## src/rtl/spread_pkg.sv

```systemverilog
// Shared types and constants for the DSSS frame scheduler.
package spread_pkg;

  localparam int unsigned LEN_W = 8;

  typedef enum logic [2:0] {
    IDLE,
    PRE,
    HDR,
    PAY,
    FLUSH
  } state_t;

endpackage

```

## src/rtl/spread_bit_shifter.sv

```systemverilog
// 8-bit MSB-first shift register feeding header and payload bits to the spreader.
module spread_bit_shifter
  import spread_pkg::*;
(
  input  logic             clk,
  input  logic             reset,
  input  logic             load,
  input  logic             shift,
  input  logic [LEN_W-1:0] load_data,
  output logic             bit_out,
  output logic             empty
);

  logic [LEN_W-1:0] sr;
  logic [2:0]       bit_cnt;

  // Load and shift in the same cycle hands out the new MSB directly.
  assign bit_out = load ? load_data[LEN_W-1] : sr[LEN_W-1];

  always_ff @(posedge clk or posedge reset) begin
    if (reset) begin
      sr      <= '0;
      bit_cnt <= '0;
      empty   <= 1'b1;
    end else if (load) begin
      sr      <= shift ? (load_data << 1) : load_data;
      bit_cnt <= shift ? 3'd1 : 3'd0;
      empty   <= 1'b0;
    end else if (shift && !empty) begin
      sr      <= sr << 1;
      bit_cnt <= bit_cnt + 3'd1;
      if (bit_cnt == 3'd7) empty <= 1'b1;
    end
  end

endmodule

```

## src/rtl/spread_frame_sched.sv

```systemverilog
// Frame scheduler: preamble, length header and payload bytes serialised MSB first,
// one bit per spreader request.
module spread_frame_sched
  import spread_pkg::*;
#(
  parameter int unsigned PREAMBLE_BITS = 16,
  parameter logic [31:0] PREAMBLE_PAT  = 32'hA5F0,
  parameter int unsigned MAX_LEN       = 255
) (
  input  logic             i_clk,
  input  logic             i_reset,
  input  logic             i_start,
  input  logic [LEN_W-1:0] i_len,
  output logic             o_busy,
  output logic             o_done,
  output logic             o_err,
  input  logic [LEN_W-1:0] i_byte,
  input  logic             i_byte_valid,
  output logic             o_byte_ready,
  input  logic             i_spr_ready,
  input  logic             i_spr_active,
  output logic             o_spr_data,
  output logic             o_spr_valid
);

  localparam int unsigned     PC_W    = $clog2(PREAMBLE_BITS + 1);
  localparam logic [PC_W-1:0] PRE_END = PC_W'(PREAMBLE_BITS);
  localparam logic [LEN_W:0]  MAX_L   = (LEN_W + 1)'(MAX_LEN);

  state_t state, state_nx;

  logic [PREAMBLE_BITS-1:0] pre_sr;
  logic [PC_W-1:0]          pre_cnt;
  logic [LEN_W-1:0]         len;
  logic [LEN_W-1:0]         byte_cnt;
  logic                     first_pend;
  logic                     cons_pend;
  logic                     underrun_seen;

  logic accept, reject, consume, seg_end, pre_src;
  logic hdr_load, byte_load, go_flush, underrun, finish, issue;
  logic sh_load, sh_shift, sh_bit, sh_empty;

  spread_bit_shifter u_shifter (
    .clk       (i_clk),
    .reset     (i_reset),
    .load      (sh_load),
    .shift     (sh_shift),
    .load_data (hdr_load ? len : i_byte),
    .bit_out   (sh_bit),
    .empty     (sh_empty)
  );

  always_ff @(posedge i_clk or posedge i_reset) begin
    if (i_reset) state <= IDLE;
    else         state <= state_nx;
  end

  // The bit on o_spr_data is consumed either when the idle spreader samples the first
  // bit (i_spr_active low) or one edge after a request registered it. Segment
  // boundaries and byte fetches are decided at that consumption edge.
  always_comb begin
    state_nx     = state;
    accept       = 1'b0;
    reject       = 1'b0;
    hdr_load     = 1'b0;
    byte_load    = 1'b0;
    go_flush     = 1'b0;
    underrun     = 1'b0;
    finish       = 1'b0;
    o_byte_ready = 1'b0;
    consume      = 1'b0;
    if (state inside {PRE, HDR, PAY})
      consume = first_pend ? !i_spr_active : cons_pend;
    pre_src = (state == PRE) && (pre_cnt != PRE_END);
    seg_end = consume && ((state == PRE) ? (pre_cnt == PRE_END) : sh_empty);

    unique case (state)
      IDLE: begin
        if (i_start) begin
          if ({1'b0, i_len} > MAX_L) begin
            reject = 1'b1;
          end else begin
            accept   = 1'b1;
            state_nx = PRE;
          end
        end
      end
      PRE: begin
        if (seg_end) begin
          hdr_load = 1'b1;
          state_nx = HDR;
        end
      end
      HDR, PAY: begin
        if (seg_end) begin
          if (byte_cnt == len) begin
            go_flush = 1'b1;
          end else if (i_byte_valid) begin
            byte_load    = 1'b1;
            o_byte_ready = 1'b1;
            state_nx     = PAY;
          end else begin
            underrun = 1'b1;
            go_flush = 1'b1;
          end
          if (go_flush) state_nx = FLUSH;
        end
      end
      FLUSH: begin
        if (!i_spr_active) begin
          finish   = 1'b1;
          state_nx = IDLE;
        end
      end
      default: state_nx = IDLE;
    endcase

    sh_load  = hdr_load || byte_load;
    issue    = i_spr_ready && o_spr_valid && !first_pend && !go_flush &&
               (pre_src || sh_load || (state != PRE && !sh_empty));
    sh_shift = issue && !pre_src;
  end

  always_ff @(posedge i_clk or posedge i_reset) begin
    if (i_reset) begin
      o_busy        <= 1'b0;
      o_done        <= 1'b0;
      o_err         <= 1'b0;
      o_spr_data    <= 1'b0;
      o_spr_valid   <= 1'b0;
      pre_sr        <= '0;
      pre_cnt       <= '0;
      len           <= '0;
      byte_cnt      <= '0;
      first_pend    <= 1'b0;
      cons_pend     <= 1'b0;
      underrun_seen <= 1'b0;
    end else begin
      o_done    <= finish && !underrun_seen;
      o_err     <= reject || underrun;
      cons_pend <= issue;
      if (accept) begin
        len           <= i_len;
        byte_cnt      <= '0;
        pre_cnt       <= PC_W'(1);
        pre_sr        <= PREAMBLE_PAT[PREAMBLE_BITS-1:0] << 1;
        o_spr_data    <= PREAMBLE_PAT[PREAMBLE_BITS-1];
        o_spr_valid   <= 1'b1;
        o_busy        <= 1'b1;
        first_pend    <= 1'b1;
        underrun_seen <= 1'b0;
      end else begin
        if (consume && first_pend) first_pend <= 1'b0;
        if (byte_load) byte_cnt <= byte_cnt + 1'b1;
        if (underrun) underrun_seen <= 1'b1;
        if (go_flush) o_spr_valid <= 1'b0;
        if (finish) o_busy <= 1'b0;
        if (issue) begin
          if (pre_src) begin
            o_spr_data <= pre_sr[PREAMBLE_BITS-1];
            pre_sr     <= pre_sr << 1;
            pre_cnt    <= pre_cnt + 1'b1;
          end else begin
            o_spr_data <= sh_bit;
          end
        end
      end
    end
  end

endmodule

```

## config.mk

```make
export PLATFORM = sky130hd
export DESIGN_NAME = spread_frame_sched
export DESIGN_NICKNAME = d
export VERILOG_FILES = /design/src/rtl/spread_pkg.sv /design/src/rtl/spread_bit_shifter.sv /design/src/rtl/spread_frame_sched.sv
export SDC_FILE = /design/constraint.sdc
export NUM_CORES = 1
export LEC_CHECK = 0
export ABC_AREA = 1
export BUFFER_PORTS_ARGS = -buffer_cell sky130_fd_sc_hd__buf_4
export CAP_MARGIN = 15
export CORE_ASPECT_RATIO = 1.2
export CORE_UTILIZATION = 25
export DETAILED_ROUTE_END_ITERATION = 6
export PLACE_DENSITY = 0.44
export SYNTH_ARGS = -nofsm -noshare
export SYNTH_HDL_FRONTEND = slang
export SYNTH_SLANG_ARGS = --single-unit
```

## constraint.sdc

```tcl
create_clock -name i_clk -period 3.2 [get_ports i_clk]
set_input_delay 0.48 -clock i_clk [delete_from_list [all_inputs] [get_ports i_clk]]
set_output_delay 0.48 -clock i_clk [all_outputs]
set_load 0.03 [all_outputs]
```

# After elaboration in Yosys (flattened, before gate mapping)
# Index checks and enable logic that the tools add are counted.
[totals]
out_inout_bits = 6
regBits = 60
in_bits = 22
[classes]
n_addsub = 3
muxes = 60
reduce_logical = 35
n_eq_ne = 15
[ops]
columns = ["op", "n"]
rows = [
  ["two-way mux 16 bit", 3],
  ["two-way mux 8 bit", 6],
  ["two-way mux 1 bit", 38],
  ["two-way mux 3 bit", 9],
  ["nonzero test 2 bit", 9],
  ["two-way mux 5 bit", 3],
  ["case mux 3 bit (4 select lines)", 1],
  ["logical AND 1 bit", 11],
  ["adder 8 x 1 -> 8 bit, second input constant", 1],
  ["== test 8 bit", 1],
  ["!= test 2 bit, second input constant", 4],
  ["== test 3 x 2 -> 1 bit, second input constant", 2],
  ["== test 3 bit, second input constant", 2],
  ["zero test 1 bit", 6],
  ["!= test 3 bit, second input constant", 2],
  ["AND reduction 6 bit", 1],
  ["adder 5 x 1 -> 5 bit, second input constant", 1],
  ["== test 5 bit, second input constant", 1],
  ["!= test 5 bit, second input constant", 1],
  ["AND reduction 2 bit", 2],
  ["adder 3 x 1 -> 3 bit, second input constant", 1],
  ["== test 3 x 1 -> 1 bit, second input constant", 1],
  ["zero test 3 bit", 1],
  ["logical OR 1 bit", 3],
  ["other kinds (3)", 3],
]

# Longest topological paths before layout
# Gate-level depths: netlist of run 1.
[logic_depth]
word_depth = 15
depth_mapped = 17
ltp_nobuf = 17

# Modules after synthesis
# A second synthesis of run 1 with hierarchy kept.
[hier_totals]
hier_cells = 375
hier_area_um2 = 3042.9
[modules_own_cells]
columns = ["module", "cells_per_inst", "area_each_um2", "seq_area_each_um2", "instances"]
rows = [
  ["spread_frame_sched", 283, 2319.7, 1076.0, 1],
  ["spread_bit_shifter", 92, 723.2, 301.5, 1],
]

# Worst setup path after synthesis of run 1
# Ideal clock, no wire load.
[synth_path]
kind = "reg2reg"
from = "register pre_cnt[0]"
to = "register pre_cnt[3]"
path_buffers = 1
arrival_time_ns = 1.926
setup_slack_ns = 1.154
stages_incl_launch_ff = 17
synth_period_minus_slack_ns = 2.046
path_cell_list = "dfrtp_1 inv_1 ha_1 inv_1 nor2_1 nand2_1 nand2_8 nand2_4 nor2_8 nand4_4 nand3_2 nand2_4 nor2_8 buf_6 nand3_1 nand2_1 nor2_1"
[synth_between]
elab_chain_cells = 11
word_cells_on_any_way = 24
[synth_rtl]
columns = ["item", "line", "rtl"]
rows = [
  ["from (decl)", "spread_frame_sched.sv:33", "logic [PC_W-1:0] pre_cnt;"],
  ["from (signal assigned)", "spread_frame_sched.sv:163", "pre_cnt <= pre_cnt + 1'b1;"],
  ["== test 5 bit", "spread_frame_sched.sv:76", "seg_end = consume && ((state == PRE) ? (pre_cnt == PRE_END) : sh_empty);"],
  ["two-way mux 1 bit", "spread_frame_sched.sv:76", ""],
  ["logical AND 1 bit", "spread_frame_sched.sv:76", ""],
  ["two-way mux 1 bit, on equally long branches", "spread_frame_sched.sv:90, spread_frame_sched.sv:96", ""],
  ["two-way mux 1 bit", "spread_frame_sched.sv:78", "unique case (state)"],
  ["logical OR 1 bit", "spread_frame_sched.sv:119", "sh_load = hdr_load || byte_load;"],
  ["logical OR 1 bit (2 in series)", "spread_frame_sched.sv:121", "(pre_src || sh_load || (state != PRE && !sh_empty));"],
  ["logical AND 1 bit", "spread_frame_sched.sv:120", "issue = i_spr_ready && o_spr_valid && !first_pend && !go_flush &&"],
  ["nonzero test 2 bit (no line)", "-", ""],
  ["AND reduction 2 bit (no line)", "-", ""],
]
# Parallel ways exist; a longest one is shown, timed or not. The select of a mux whose other input is x is not followed.
# A chain may end at the register's enable or synchronous reset.

# Worst setup path in the final report of run 1
[layout_path]
from = "register pre_cnt[0]"
to = "output o_byte_ready"
[layout_between]
elab_chain_cells = 5
[layout_rtl]
columns = ["item", "line", "rtl"]
rows = [
  ["== test 5 bit", "spread_frame_sched.sv:76", ""],
  ["two-way mux 1 bit", "spread_frame_sched.sv:76", ""],
  ["logical AND 1 bit", "spread_frame_sched.sv:76", ""],
  ["two-way mux 1 bit", "spread_frame_sched.sv:96", "if (seg_end) begin"],
  ["two-way mux 1 bit", "spread_frame_sched.sv:78", ""],
  ["to (decl)", "spread_frame_sched.sv:19", "output logic o_byte_ready,"],
]
# Every way passes these cells.

==> results of run 1 <==
## synthesized netlist by cell type, types with 2 or more instances
cell type and instances:
nand2_4 3, o21ai_0 16, nor2_4 2, nand2_2 2
o21ai_1 10, nor3_1 7, xor2_1 2, nor2_2 2
nor2_1 23, ha_1 5, dfrtp_1 54, inv_2 7
xnor2_1 3, nor2_8 3, o22ai_1 2, nand3_1 24
a21oi_1 12, o21a_1 3, a22oi_1 2, nand2_1 111
inv_1 39, clkbuf_1 3, nand3_2 3
## state kept, by name, indices dropped and copies added, names as in the netlist
| signal | flops |
|---|---|
| pre_sr | 11 |
| byte_cnt | 8 |
| len | 8 |
| u_shifter.sr | 8 |
| pre_cnt | 5 |
| state | 3 |
| u_shifter.bit_cnt | 3 |
| cons_pend | 1 |
| first_pend | 1 |
| o_busy | 1 |
| o_done | 1 |
| o_err | 1 |
| o_spr_data | 1 |
| o_spr_valid | 1 |
| u_shifter.empty | 1 |
| underrun_seen | 1 |
## logic make-up (layout without fill, tap and decap cells)
kind of cell	Yosys count	count (layout)	synth area share
buf+inv	52	84	0.0716
compound gates	49	49	0.0938
mux	1	1	0.00347
simple gates	187	187	0.316
fa+ha+maj	5	5	0.0217
xor+xnor	5	5	0.0152
flops	55	55	0.478
## tightest hold or removal path: cells and delay by family
family	cells	cell delay, ps
buffers and inverters	3	700
## worst paths after layout
path | start | to | slack, ps | cells past startpoint
hold / removal | i_reset | pre_sr[8]$_DFFE_PP0P_ | 380 | 3
min in group i_clk | i_len[7] | len[7]$_DFFE_PP0P_ | 380 | 3
max in group asynchronous | i_reset | len[7]$_DFFE_PP0P_ | 2350 | 3
hold reg to reg | underrun_seen$_DFFE_PP0P_ | o_done$_DFF_PP0_ | 420 | 1
setup reg to reg | pre_cnt[0]$_DFFE_PP0P_ | u_shifter.sr[1]$_DFFE_PP0P_ | 760 | 15
setup / recovery | pre_cnt[0]$_DFFE_PP0P_ | o_byte_ready | 640 | 11
## through the flow
stage	util	instance area, um2	worst slack, ps
6_report	0.310	3460	637
4_1_cts	0.310	3460	622
2_1_floorplan	-	2880	1150
3_5_place_dp	0.293	3260	755
3_3_place_gp	0.293	3260	840
5_1_grt	0.310	3460	462
## routing by layer
layer	vias to the layer above	share of wire	wire length [um]
met5	-	0	0
met3	9	0.030	200
met1	1068	0.46	3050
met2	28	0.50	3320
li1	1192	-	-
met4	0	0.019	128
## cell type report
cell class	count	area, um2
clock buffer	5	125
sequential	55	1380
tap	154	193
multi-input combinational	247	1300
inverter	47	179
timing repair buffer	29	218
clock inverter	3	67.6
fill	1220	7680
## where the power goes
group	internal [uW]	switching (uW)	total, uW	leakage (uW)
logic	347	678	1030	0.000967
clock network	449	263	711	0.0000900
registers	904	130	1030	0.000679
total	1700	1070	2770	0.00174
==> results, run 1 <==
- The HPWL after detailed placement is 5000 um.
- The worst setup path is of the reg -> out kind.
- The average cell area after synthesis is about 8.1 um2.
- The iteration count of the initial detailed-routing pass is 4.
- The post-route clock period utilization is 0.801.
- On the critical path the largest part of the delay comes from simple AND/OR/NAND/NOR gates.
- In this run the tightest slew margin relative to its limit is 0.419.
- The clock slew seen by the registers of the worst setup and hold paths is approximately 70 ps.
- The ratio of cells with drive above 1 in the final layout is 0.168.
- In the routed layout, each cell is associated on average with a via count of ~4.3.
- CTS placed an instance of clkbuf_16 at the clock tree root.
- Synthesis produced a netlist whose cell count is ~350.
- The initial DRC count is 85.
- The total number of vias is 2297.
- The power per standard cell area is about 800 nW/um2.
- The biggest area contributor in the post-synthesis netlist is dfrtp_1.
- The max-capacitance violation count is 0.
- The maximum root-to-sink buffer count is 2.
- The worst hold-check path type is in -> async.
- The wire length of the first global-routing pass is 11600 um.
- The floorplan has between 40 and 50 rows.
- The count of buffers added on input and output ports is 27.
- Total power for the finished layout comes to 2770 uW.
- The area growth from synthesis to layout is 20.0%.
- The number of max-slew violations in the final report is 0.
- The weighted congestion reported at the end of routability-driven placement is ~0.75.
- Across every metal layer, demand over resource in global routing totals 0.125.
- The number of flops mapped to enable cells by yosys is 0.
- The number of global-route vias before repair is between 2k and 2.5k.
- In this run, distinct cell masters in the synthesized netlist total 39.
- TritonCTS built the clock tree.
- For this block, the routed nets add up to between 6000 and 7000 um of wire.
- Counting the buffers created by CTS gives 5.
- The top cell types in the final layout, fill and taps aside, are nand2_1, dfrtp_1, inv_1, buf_4, nand3_1.
- The met1 track demand over resource is 0.153.
- Setup repair after global routing left no endpoint under its margin.
- The number of buffers inserted by post-CTS setup repair is 0.
- The count of placed standard cells in the final layout, fillers left out is 540.
- The maximum VDD drop is roughly 0.26 mV.
- The worst setup path is captured at an output pin.
- For the pin with the worst max-slew slack, the measured transition is 870 ps.
- Traced cell by cell, the critical path runs through inv_1 > ha_1 > inv_1 > nor2_1 > nand2_1 > nand2_8 > nand2_4 > nor2_8 > nand4_4 > inv_1 > buf_4.
- By instance count, the cell type seen most on the critical path is inv_1.
- The core box area is approximately 11000 um2.
- The maximum net fanout on the critical path is 6.
- The number of antenna violations at the first check in global routing was 0.
- Gates resized during post-CTS repair numbered 0.
- The static power due to leakage is between 0.0015 and 0.002 uW.
- The worst endpoint data arrival time is around 2100 ps.
- The initial utilization of the core area, before any placement, comes to 0.259.
- The die is roughly 100 um wide.
- The post-synthesis async set-or-reset flop share is 1.00.
- The number of hold violations in the final report is 0.
- The most common library cell in the layout ignoring fill and taps is nand2_1.
- The met3 global-route usage is 0.0256.
- 0 antenna diodes ended up in the layout.
- The H-tree was split into 2 levels.
- Final hold analysis gives a worst-case slack of roughly 380 ps.
- The worst path buffer plus inverter count is 4.
- Sorting the synthesized cells by area gives the leading types as dfrtp_1, nand2_1, inv_1.
- For this run, design rule violations remaining after detail routing come to 0.
- Entering global routing, the biggest net connects 56 pins.
- The slowest library cell on the worst path is dfrtp_1.
- Adding up every negative setup slack in the final design gives 0 ps.
- The final antenna-violating net count is 0.
- Buffers inserted to repair hold after CTS numbered 0.
- The top achievable clock speed is between 300 and 400 MHz.
- The number of placed cells counting well taps is about 530.
- On the final layout, the worst clock skew is 5.58 ps.
- The clock network latency to the later pin of the worst-skew pair is around 300 ps.
- After synthesis the netlist holds a flip-flop and latch count of 55.
- The share of the Yosys chip area taken by registers is 0.478.
- The global-route track usage on met2 is 0.216.
- The run finished with clean final reports.
- The die area is around 12000 um2.
- The Yosys step of the flow raised 0 warnings.
- After detailed routing, the average wire length per cell comes to between 10 and 15 um.
- The most congested layer reported by global routing is met2.
- The final critical path time including I/O delays and setup is 2560 ps.
- Of the post-synthesis cell area, the dominant cell type holds 0.469.
- Among all flip-flop cells after synthesis, the most frequent one is dfrtp_1.
- The die is roughly 120 um tall.
- STA classifies the critical path startpoint as a flip-flop.
- The final net count is approximately 410.
- The number of nets handed over by synthesis was ~380.
- The delay contributed by the slowest stage of the critical path is 410 ps.
- The synthesized netlist occupies a cell area of slightly below 3000 um2.
- The total overflow left after global routing is 0.
- Setup violations remaining at the end of the flow were counted as 0.
- At the worst endpoint, the required time is between 2000 and 3000 ps.
- During I/O placement, the number of pins put on the boundary was 28.
- The total number of clock tree sinks is 55.
No activity file was read; power rests on OpenSTA's default activity.
==> run 2: changes to the inputs <==
- PLACE_DENSITY: 0.44 -> 0.46
- clock period: 3.2 -> 2.35 ns (I/O delays scaled with it)
==> run 2 against run 1 <==
Largest power group is now combinational cells. Via count rose by 2.9%. Routed wire length rose by 3.5%. First-iteration DRC count rose by 12%. Largest cell class unchanged. Highest routed layer unchanged. Power rose by 33%. Clock skew fell by 1.2 ps. Worst hold slack got worse by 130 ps.
==> results, run 2 (same netlist as run 1, synthesis figures left out) <==
- Of the total power, the share spent switching nets is 0.402.
- The library cell used most frequently in the layout, excluding fill and tap cells, is nand2_1.
- In this run the horizontal extent of the chip is around 100 um.
- The first global-routing pass estimated 11600 um of wire.
- In the finished design, the share of the clock period the worst path needs comes to 0.955.
- The element type at the critical path end is an output pin.
- For met3 alone, demand over resource in global routing was 0.0268.
- 28 I/O pins were placed.
- After floorplanning, the core was sized to cover ~11000 um2.
- The worst path needs 2240 ps of the cycle, external delays included.
- The detail route stage leaves a number of antenna-violating nets equal to 0.
- The die covers approximately 12000 um2.
- After global routing the overflow that remains totals 0.
- In this run the tool buffered the top-level ports with 27 buffer cells.
- In the final design database the tool counted about 430 nets.
- The maximum root-to-sink buffer count is 2.
- Measured along the y axis, the die boundary spans 120 um.
- In the layout the commonest cells are nand2_1, dfrtp_1, buf_4, inv_1, nand3_1.
- The final setup slack of the worst path is roughly 110 ps.
- The routed design has around 6900 um of wire.
- For the pin with the worst max-slew slack, the measured transition is slightly below 600 ps.
- The global routing stage identified its most utilized layer as met2.
- In the final routed layout, each cell accounts on average for between 10 and 15 um.
- The number of placed cells counting well taps is 540.
- The worst endpoint data arrival time is 1890 ps.
- For this run, the top clock speed supported by timing is approximately 450 MHz.
- The floorplan row count is 42.
- Before CTS, the worst setup slack after placement is approximately 150 ps.
- The total number of clock tree sinks is between 50 and 60.
- The number of antenna violations at the first check in global routing is 0.
- The number of diodes added for antenna fixing is 0.
- The detailed router finished its first iteration with 95 violations.
- The number of inserted filler cells in the final layout is approximately 1.2k.
- The maximum number of pins on one net before global-route repair is 27.
- The number of flip-flops in the largest register is 11.
- The number of vias per cell is 4.27.
- The tightest min-delay check is of the in -> reg type.
- For this configuration, the core starts out at a cell density of 0.259.
- Once layout is complete, the utilization of the core stands at 0.321.
- The critical path startpoint category is a flip-flop.
- Max-cap violations in this run came to 0.
- After clock tree synthesis, the clock-pin slew on the worst setup and hold paths is ~70 ps.
- The first detailed-routing pass took 4 iterations.
- The largest register by flop count is pre_sr.
- The detailed placer's ending HPWL is approximately 5200 um.
- Clock tree synthesis inserted a total of 5 buffers.
- Once layout is complete, the cells apart from fillers number 554.
- The number of global-route vias before repair is ~2.4k.
- The number of hold violations in the final report is 0.
- The internal portion of the total power is 2200 uW.
- The congestion estimate from routability-driven global placement came to slightly below 0.8.
- Across the VDD grid, the largest voltage drop is approximately 0.35 mV.
- Summing all placed instances gives a cell area of 3340 um2.
- Setup violations remaining at the end of the flow were counted as 0.
- The ratio of cells with drive above 1 in the final layout is 0.208.
- The net switching power figure is between 1000 and 1500 uW.
- For the final database, setup skew stands at 4.34 ps.
- In the final layout, flip-flops and latches occupy 1380 um2.
- Dividing total power by cell area gives a power density of ~1000 nW/um2.
- The final design area excluding fillers is between 3000 and 4000 um2.
- The met1 track demand over resource is 0.160.
- Of all nets on the critical path, the largest fanout is 4.
- The share of total power in sequential cells is 0.380.
- Summing all multi-input logic gate instances after layout gives roughly 1300 um2.
- The relative contribution of combinational cells to total power is 0.423.
- The number of max-slew violations in the final report is 0.
- TritonCTS built the clock tree.
- The critical path class is reg -> out.
- The static power due to leakage is around 0.0018 uW.
- The total number of vias is between 2k and 2.5k.
- The clock network fraction of total power is 0.197.
- CTS placed an instance of clkbuf_16 at the clock tree root.
- The area growth from synthesis to layout is 24.1%.
- The data required time of the critical path is 2000 ps.
- The DRC violation count after routing is 0.
- Headroom to the max-slew limit came out at 0.613.
- The global-route usage over all layers is 0.126.
- The clock network latency to the later pin of the worst-skew pair is approximately 290 ps.
- The global-route track usage on met2 is 0.205.
- In this run the number of H-tree levels came out at 2.
- The run finished with clean final reports.
==> run 2: final cells by class <==
cell class	count	area share
multi-input combinational	247	0.374
inverter	47	0.0522
sequential	55	0.385
tap	154	0.0539
timing repair buffer	43	0.0966
clock buffer	8	0.0382
==> run 2: power by group through the flow <==
stage | registers [uW] | logic (uW) | clock network (uW)
6_report | 1400 | 1560 | 725
2_1_floorplan | 1400 | 1080 | 0
5_1_grt | 1440 | 1790 | 796
3_3_place_gp | 1420 | 1460 | 0
3_5_place_dp | 1420 | 1470 | 0
4_1_cts | 1410 | 1480 | 759
==> run 2: repair_timing <==
action	4_1_cts	5_1_grt
pin swaps	0	7
buffers inserted	0	5
cloned	0	0
hold endpoints to repair	7	0
hold buffers	1	0
gates resized for setup	3	16
endpoints found under the setup margin	1	15
==> run 2: through the flow <==
step | total power, uW | hold WS [ps] | setup TNS [ps]
2_1_floorplan | 2490 | 402 | 0
3_3_place_gp | 2880 | 273 | 0
3_5_place_dp | 2890 | 278 | 0
4_1_cts | 3650 | 244 | 0
5_1_grt | 4030 | 270 | -13.5
6_report | 3690 | 250 | 0
==> run 2: worst paths after layout <==
kind	from	slack [ps]	end	cells past startpoint
setup / recovery	pre_cnt[1]$_DFFE_PP0P_	110	o_byte_ready	12
hold / removal	i_len[2]	250	len[2]$_DFFE_PP0P_	3
setup reg to reg	pre_cnt[1]$_DFFE_PP0P_	180	pre_sr[8]$_DFFE_PP0P_	16
max in group asynchronous	i_reset	1210	u_shifter.empty$_DFFE_PP1P_	4
hold reg to reg	underrun_seen$_DFFE_PP0P_	430	o_done$_DFF_PP0_	1
min in group asynchronous	i_reset	520	pre_sr[12]$_DFFE_PP0P_	3
==> run 2: critical path, stage by stage, from the launching register on <==
cell     delay, ps
dfrtp_1        390
inv_2          110
ha_4           140
inv_2           40
nor2_4         110
nand2_4         70
nand2_8         80
nand2_8         50
nor2_8         150
nand4_4        130
buf_6          160
inv_8           50
buf_6          120
==> run 2: metal layers <==
metal  wire length (um)  vias to the layer above
met1               3180                     1110
met4                127                        0
met5                  0                        -
met2               3420                       26
met3                202                        9
li1                   -                     1218
